--- src/rtl/riscuinho_ng_pkg.sv ---
// Shared types and requester indices for the riscuinho_ng memory subsystem.
package riscuinho_ng_pkg;

  typedef enum logic [1:0] {IDLE, ISSUE, WAIT, RESP} arb_state_t;

  localparam int REQ_DBG    = 0;
  localparam int REQ_LSU    = 1;
  localparam int REQ_IFETCH = 2;

endpackage

--- src/rtl/riscuinho_ng_rr_picker.sv ---
// Combinational one-hot picker: scans req starting at base and wraps around,
// returning the first set bit as a one-hot grant and as an index.
module riscuinho_ng_rr_picker #(
  parameter int N    = 3,
  parameter int ID_W = 2
) (
  input  logic [N-1:0]    req,
  input  logic [ID_W-1:0] base,
  output logic [N-1:0]    gnt,
  output logic [ID_W-1:0] id
);

  int   idx;
  logic found;

  always_comb begin
    gnt   = '0;
    id    = '0;
    idx   = 0;
    found = 1'b0;
    for (int i = 0; i < N; i++) begin
      idx = int'(base) + i;
      if (idx >= N) idx = idx - N;
      if (!found && req[idx]) begin
        found    = 1'b1;
        gnt[idx] = 1'b1;
        id       = ID_W'(idx);
      end
    end
  end

endmodule

--- src/rtl/riscuinho_ng_mem_arbiter.sv ---
// Single-outstanding arbiter in front of the unified memory. Define MEM_ARB_RR_EN
// for round-robin arbitration; otherwise the lowest requester index wins.
module riscuinho_ng_mem_arbiter
  import riscuinho_ng_pkg::*;
#(
  parameter int NUM_REQ     = 3,
  parameter int ADDR_W      = 32,
  parameter int MEM_WORDS   = 1024,
  parameter int MEM_LATENCY = 1
) (
  input  logic                         clk,
  input  logic                         rst_n,
  input  logic [NUM_REQ-1:0]           req_valid,
  output logic [NUM_REQ-1:0]           req_ready,
  input  logic [NUM_REQ-1:0]           req_we,
  input  logic [NUM_REQ*ADDR_W-1:0]    req_addr,
  input  logic [NUM_REQ*32-1:0]        req_wdata,
  input  logic [NUM_REQ*4-1:0]         req_wstrb,
  output logic [NUM_REQ-1:0]           resp_valid,
  output logic                         resp_err,
  output logic [31:0]                  resp_rdata,
  output logic                         mem_en,
  output logic                         mem_we,
  output logic [$clog2(MEM_WORDS)-1:0] mem_addr,
  output logic [31:0]                  mem_wdata,
  output logic [3:0]                   mem_wstrb,
  input  logic [31:0]                  mem_rdata,
  output arb_state_t                   dbg_state
);

  localparam int ID_W = $clog2(NUM_REQ);
  localparam int MA_W = $clog2(MEM_WORDS);
  localparam int WI_W = ADDR_W - 2;
  localparam logic [2:0] WAIT_INIT = 3'((MEM_LATENCY > 1) ? MEM_LATENCY - 2 : 0);

  // Handshake: a requester's transaction is taken on the rising edge where
  // req_valid[i] & req_ready[i]; req_ready is only offered in IDLE or RESP.
  arb_state_t          state;
  logic [NUM_REQ-1:0]  pick_gnt;
  logic [ID_W-1:0]     pick_id;
  logic [ID_W-1:0]     pick_base;
  logic [ID_W-1:0]     cmd_id;
  logic                cmd_we;
  logic                cmd_oor;
  logic                accept;
  logic [2:0]          wait_cnt;
  logic [WI_W-1:0]     sel_widx;
  logic                sel_oor;

  riscuinho_ng_rr_picker #(.N(NUM_REQ), .ID_W(ID_W)) u_picker (
    .req  (req_valid),
    .base (pick_base),
    .gnt  (pick_gnt),
    .id   (pick_id)
  );

`ifdef MEM_ARB_RR_EN
  logic [ID_W-1:0] rr_ptr;

  assign pick_base = rr_ptr;

  always_ff @(posedge clk or negedge rst_n) begin
    if (!rst_n) begin
      rr_ptr <= '0;
    end else if (accept) begin
      rr_ptr <= (int'(pick_id) == NUM_REQ - 1) ? '0 : pick_id + ID_W'(1);
    end
  end
`else
  assign pick_base = '0;
`endif

  assign req_ready  = (state == IDLE || state == RESP) ? pick_gnt : '0;
  assign accept     = |req_ready;
  assign sel_widx   = req_addr[int'(pick_id)*ADDR_W + 2 +: WI_W];
  assign sel_oor    = sel_widx >= WI_W'(MEM_WORDS);
  // Memory data arrives during RESP itself, so read data is passed straight through.
  assign resp_rdata = (state == RESP && !cmd_we && !cmd_oor) ? mem_rdata : '0;
  assign dbg_state  = state;

  always_ff @(posedge clk or negedge rst_n) begin
    if (!rst_n) begin
      state      <= IDLE;
      cmd_id     <= '0;
      cmd_we     <= 1'b0;
      cmd_oor    <= 1'b0;
      wait_cnt   <= '0;
      resp_valid <= '0;
      resp_err   <= 1'b0;
      mem_en     <= 1'b0;
      mem_we     <= 1'b0;
      mem_addr   <= '0;
      mem_wdata  <= '0;
      mem_wstrb  <= '0;
    end else begin
      resp_valid <= '0;
      resp_err   <= 1'b0;
      mem_en     <= 1'b0;
      mem_we     <= 1'b0;
      case (state)
        IDLE, RESP: begin
          if (accept) begin
            state     <= ISSUE;
            cmd_id    <= pick_id;
            cmd_we    <= req_we[pick_id];
            cmd_oor   <= sel_oor;
            mem_en    <= !sel_oor;
            mem_we    <= req_we[pick_id] && !sel_oor;
            mem_addr  <= sel_widx[MA_W-1:0];
            mem_wdata <= req_wdata[int'(pick_id)*32 +: 32];
            mem_wstrb <= req_wstrb[int'(pick_id)*4 +: 4];
          end else begin
            state <= IDLE;
          end
        end
        ISSUE: begin
          if (cmd_oor || MEM_LATENCY == 1) begin
            state              <= RESP;
            resp_valid[cmd_id] <= 1'b1;
            resp_err           <= cmd_oor;
          end else begin
            state    <= WAIT;
            wait_cnt <= WAIT_INIT;
          end
        end
        WAIT: begin
          if (wait_cnt == '0) begin
            state              <= RESP;
            resp_valid[cmd_id] <= 1'b1;
          end else begin
            wait_cnt <= wait_cnt - 3'd1;
          end
        end
        default: state <= IDLE;
      endcase
    end
  end

endmodule

--- config.mk ---
export PLATFORM = sky130hd
export DESIGN_NAME = riscuinho_ng_mem_arbiter
export DESIGN_NICKNAME = d
export VERILOG_FILES = /design/src/rtl/riscuinho_ng_pkg.sv /design/src/rtl/riscuinho_ng_rr_picker.sv /design/src/rtl/riscuinho_ng_mem_arbiter.sv
export SDC_FILE = /design/constraint.sdc
export NUM_CORES = 1
export LEC_CHECK = 0
export ABC_CLOCK_PERIOD_IN_PS = 2200
export CAP_MARGIN = 10
export CORE_AREA = 2 2 127 129
export DETAILED_ROUTE_END_ITERATION = 6
export DIE_AREA = 0 0 129 131
export GPL_ROUTABILITY_DRIVEN = 0
export GPL_TIMING_DRIVEN = 0
export PLACE_DENSITY = 0.71
export SLEW_MARGIN = 0
export SYNTH_ARGS = -nofsm -noshare
export SYNTH_HDL_FRONTEND = slang
export SYNTH_SLANG_ARGS = --single-unit
--- constraint.sdc ---
create_clock -name clk -period 2.2 [get_ports clk]
set_input_delay 0.33 -clock clk [delete_from_list [all_inputs] [get_ports clk]]
set_output_delay 0.33 -clock clk [all_outputs]
set_load 0.01 [all_outputs]
==> impl_metrics.py <==
metrics = {
    "run_status": {
        "status": "finished clean",
    },
    "power_and_ir_drop": {
        "power.internal_mw": 4.13,
        "p_clk_frac": 0.217,
        "peakVddDrop_mv": 0.467,
        "comb_power_share": 0.494,
        "p_sw_frac": 0.364,
        "p_per_area_mw_per_mm2": 873,
        "switchingPower_mw": 2.37,
        "p_total_mw": 6.50,
        "leakagePower_nw": 3.21,
        "seqPwrFrac": 0.289,
    },
    "floorplanning": {
        "pin_count": 333,
        "die_h_um": 131,
        "start_util": 0.227,
        "die_area_mm2": 0.0169,
        "fp.coreArea_mm2": 0.0156,
        "die_width_um": 129,
        "rows": 46,
    },
    "worst_setup_path": {
        "worst_setup_path_start_kind": "flip-flop",
        "worstSetupPathType": "flip-flop to output pin",
        "critPathArrivalTime_ns": 1.77,
        "worstPathRequired_ns": 1.87,
        "worst-path-max-fanout": 10,
        "crit_path_end_kind": "output pin",
    },
    "synth": {
        "synth_compound_area_frac": 0.218,
        "synthMuxAreaShare": 0.00318,
        "synth_nets": 725,
        "synth_fa_ha_area_frac": 0.0177,
        "synth.avg_cell_area_um2": 7.44,
        "yosys_warnings": 0,
        "synth_cell_types": 28,
        "netlist_instances": 476,
        "synthSimpleGateAreaFrac": 0.277,
        "synth_top_family_by_area": "simple AND/OR/NAND/NOR gates",
        "syn-cell-area_mm2": 0.00354,
        "ys_ff_latch": 61,
        "ys_seq_area_frac": 0.431,
        "synthXorXnorAreaFrac": 0.00495,
    },
    "sta": {
        "finalMaxSlewViolations": 0,
        "period_minus_slack_ns": 2.10,
        "worst_pin_slew_ns": 0.802,
        "post-route-period-util": 0.957,
        "finalSetupViolCount": 0,
        "fin_hold_ws_ns": 0.0788,
        "relSlewSlack": 0.465,
        "hold_violations": 0,
        "fmax_ghz": 0.475,
        "rsz0062_at_grt": "false",
        "skew_ns": 0.00766,
    },
    "clocking": {
        "cts_buffers": 9,
        "clock_sinks": 61,
        "htreeDepth": 3,
        "cts.clk_slew.worst_paths_ns": 0.05,
        "cts_tree": "built",
        "cts-root-buf": "clkbuf_16",
        "clk_latency_ns": 0.34,
        "clockBufferDepth": 2,
    },
    "routing": {
        "wl_mm": 16.8,
        "drc": 0,
        "vias": 4651,
        "drt_iter0_drc": 237,
        "firstDrtPassIters": 4,
        "via_per_inst": 4.47,
        "ant_nets": 0,
        "wire_per_inst_um": 16.2,
    },
    "worst_hold_path": {
        "min_path_type": "input port to asynchronous set/reset pin",
    },
    "global_routing": {
        "antenna_found_initial": 0,
        "grt.overflow.total": 0,
        "grt_pass1_vias": 4699,
        "grt_max_degree": 62,
        "grt_usage": 0.199,
        "grt_first_pass_wirelength_mm": 25.5,
    },
    "cells_and_area": {
        "stdcell_area_mm2": 0.00745,
        "n_fill_cell": 1570,
        "utilization": 0.477,
        "synthToLayoutAreaGrowth_pct": 110,
        "nets": 1068,
        "final_layout_size_suffix_gt1_frac": 0.0570,
        "diodes": 0,
        "layout.cells.non_filler": 1040,
    },
    "flow_run": {
        "maxCapViolCount": 0,
    },
    "place": {
        "io_buffer_count": 326,
        "place_hpwl_mm": 13.1,
        "placed_cell_area_mm2": 0.00707,
        "placed_cells": 1018,
    },
}
[placed cells by master (no fill, tap or decap), drive strengths merged]
master | netlist | final
clkdlybuf4s50 | 0 | 288
nand2 | 145 | 145
a21oi | 96 | 96
dfrtp | 61 | 61
o21ai | 47 | 47
and2 | 36 | 36
clkbuf | 20 | 34
dlygate4sd2 | 0 | 31
buf | 14 | 18
nor4 | 13 | 13
nor2 | 7 | 7
inv | 6 | 6
clkdlybuf4s15 | 0 | 6
nand3 | 5 | 5
ha | 5 | 5
clkinv | 0 | 4
nor3b | 4 | 4
nand2b | 2 | 2
or3 | 2 | 2
a21o | 2 | 2
xnor2 | 2 | 2
o21bai | 1 | 1
nor3 | 1 | 1
nor2b | 1 | 1
o31ai | 1 | 1
and4 | 1 | 1
o22ai | 1 | 1
a32oi | 1 | 1
mux2 | 1 | 1
a31oi | 1 | 1
bufinv | 0 | 1
[path summary, 6_finish.rpt]
check                                          from                         to  slack [ns]  depth (start not counted)
min reg2reg                mem_wdata[4]$_DFFE_PN0P_   mem_wdata[4]$_DFFE_PN0P_        0.48                          2
max in group asynchronous                     rst_n   dbg_state[1]$_DFFE_PN0N_        1.58                          1
min in group clk           mem_wdata[4]$_DFFE_PN0P_   mem_wdata[4]$_DFFE_PN0P_        0.48                          2
max                        dbg_state[0]$_DFFE_PN0N_             resp_rdata[16]         0.1                          6
max reg2reg                dbg_state[0]$_DFFE_PN0N_    mem_addr[0]$_DFFE_PN0P_        0.17                          6
min                                           rst_n  mem_wdata[10]$_DFFE_PN0P_        0.08                          1
[kinds of logic (layout without fill, tap and decap cells)]
family | count (synthesis) | count (layout)
AOI/OAI and AO/OA | 150 | 150
and+or+nand+nor | 217 | 217
DFF | 61 | 61
muxes | 1 | 1
buffers and inverters | 40 | 388
adders and majority gates | 5 | 5
xor gates and xnor gates | 2 | 2
[stage by stage]
stage	setup TNS (ns)	worst slack (ns)
after CTS	0	0.0540
after detailed placement	-33.82	-0.934
after global routing	0	0.00464
after floorplan	0	0.516
after global placement	-109.72	-1.27
final	0	0.0953
[sequential cells by signal, indices dropped and copies added (netlist names)]
| signal | cells |
|---|---|
| cmd_oor | 1 |
| resp_err | 1 |
| resp_valid | 3 |
| mem_en | 1 |
| mem_wdata | 32 |
| mem_we | 1 |
| dbg_state | 2 |
| wait_cnt | 3 |
| mem_wstrb | 4 |
| cmd_we | 1 |
| mem_addr | 10 |
| cmd_id | 2 |
[power groups by stage]
stage          Sequential (mW)  Combinational [mW]  Clock (mW)
6_report                  1.88                3.21        1.41
5_1_grt                   1.95                3.54        1.50
4_1_cts                   1.88                3.27        1.45
3_5_place_dp              1.90                3.21           0
3_3_place_gp              1.88                3.17           0
2_1_floorplan             2.08                1.08           0
[layout make-up]
class / instances / area (um^2) / share of cell area
Tap cell: 216 / 270 / 0.0363
Clock inverter: 5 / 50.0 / 0.00672
Clock buffer: 11 / 243 / 0.0326
Inverter: 6 / 22.5 / 0.00302
Timing Repair Buffer: 333 / 3280 / 0.440
Buffer: 33 / 190 / 0.0255
Sequential cell: 61 / 1530 / 0.205
Multi-Input combinational cell: 375 / 1870 / 0.251
[cell usage after synthesis]
| cell type | number | area share |
|---|---|---|
| nor3_1 | 1 | 0.0014 |
| o31ai_2 | 1 | 0.0035 |
| nor4_1 | 13 | 0.023 |
| a32oi_1 | 1 | 0.0025 |
| o21bai_1 | 1 | 0.0021 |
| mux2_2 | 1 | 0.0032 |
| inv_1 | 6 | 0.0064 |
| a31oi_1 | 1 | 0.0018 |
| a21o_1 | 2 | 0.0042 |
| ha_1 | 5 | 0.018 |
| nand3_1 | 5 | 0.0071 |
| nor3b_1 | 3 | 0.0064 |
| or3_1 | 2 | 0.0035 |
| o21ai_0 | 47 | 0.066 |
| and4_1 | 1 | 0.0025 |
| nor2b_1 | 1 | 0.0018 |
| nor2_1 | 7 | 0.0074 |
| and2_1 | 36 | 0.064 |
| dfrtp_1 | 61 | 0.43 |
| nand2_1 | 145 | 0.15 |
| nand2b_1 | 2 | 0.0035 |
| buf_2 | 13 | 0.018 |
| xnor2_1 | 2 | 0.0049 |
| nor3b_2 | 1 | 0.0035 |
| o22ai_1 | 1 | 0.0018 |
| clkbuf_1 | 20 | 0.021 |
| buf_4 | 1 | 0.0021 |
| a21oi_1 | 96 | 0.14 |
[critical path, stage by stage (launching register included)]
cell	delay, ns
dfrtp_1	0.38
ha_2	0.19
nor3b_4	0.14
buf_4	0.16
clkbuf_8	0.15
and2_1	0.15
dlygate4sd2_1	0.28
[metal layers]
layer / vias to the layer above / wire (um) / GRT usage
met3: 17 / 1380 / 0.0525
met4: 0 / 231 / 0.0607
li1: 2285 / - / -
met2: 208 / 8470 / 0.357
met1: 2141 / 6730 / 0.234
met5: - / 0 / 0
[repair_timing]
item,in CTS,in global routing
buffers inserted,5,0
endpoints found under the hold margin,0,0
resized for setup,56,9
hold buffers,0,0
endpoints found under the setup margin,85,19
cloned,2,0
pin swaps,1,0
Power figures use the tool's default switching activity.
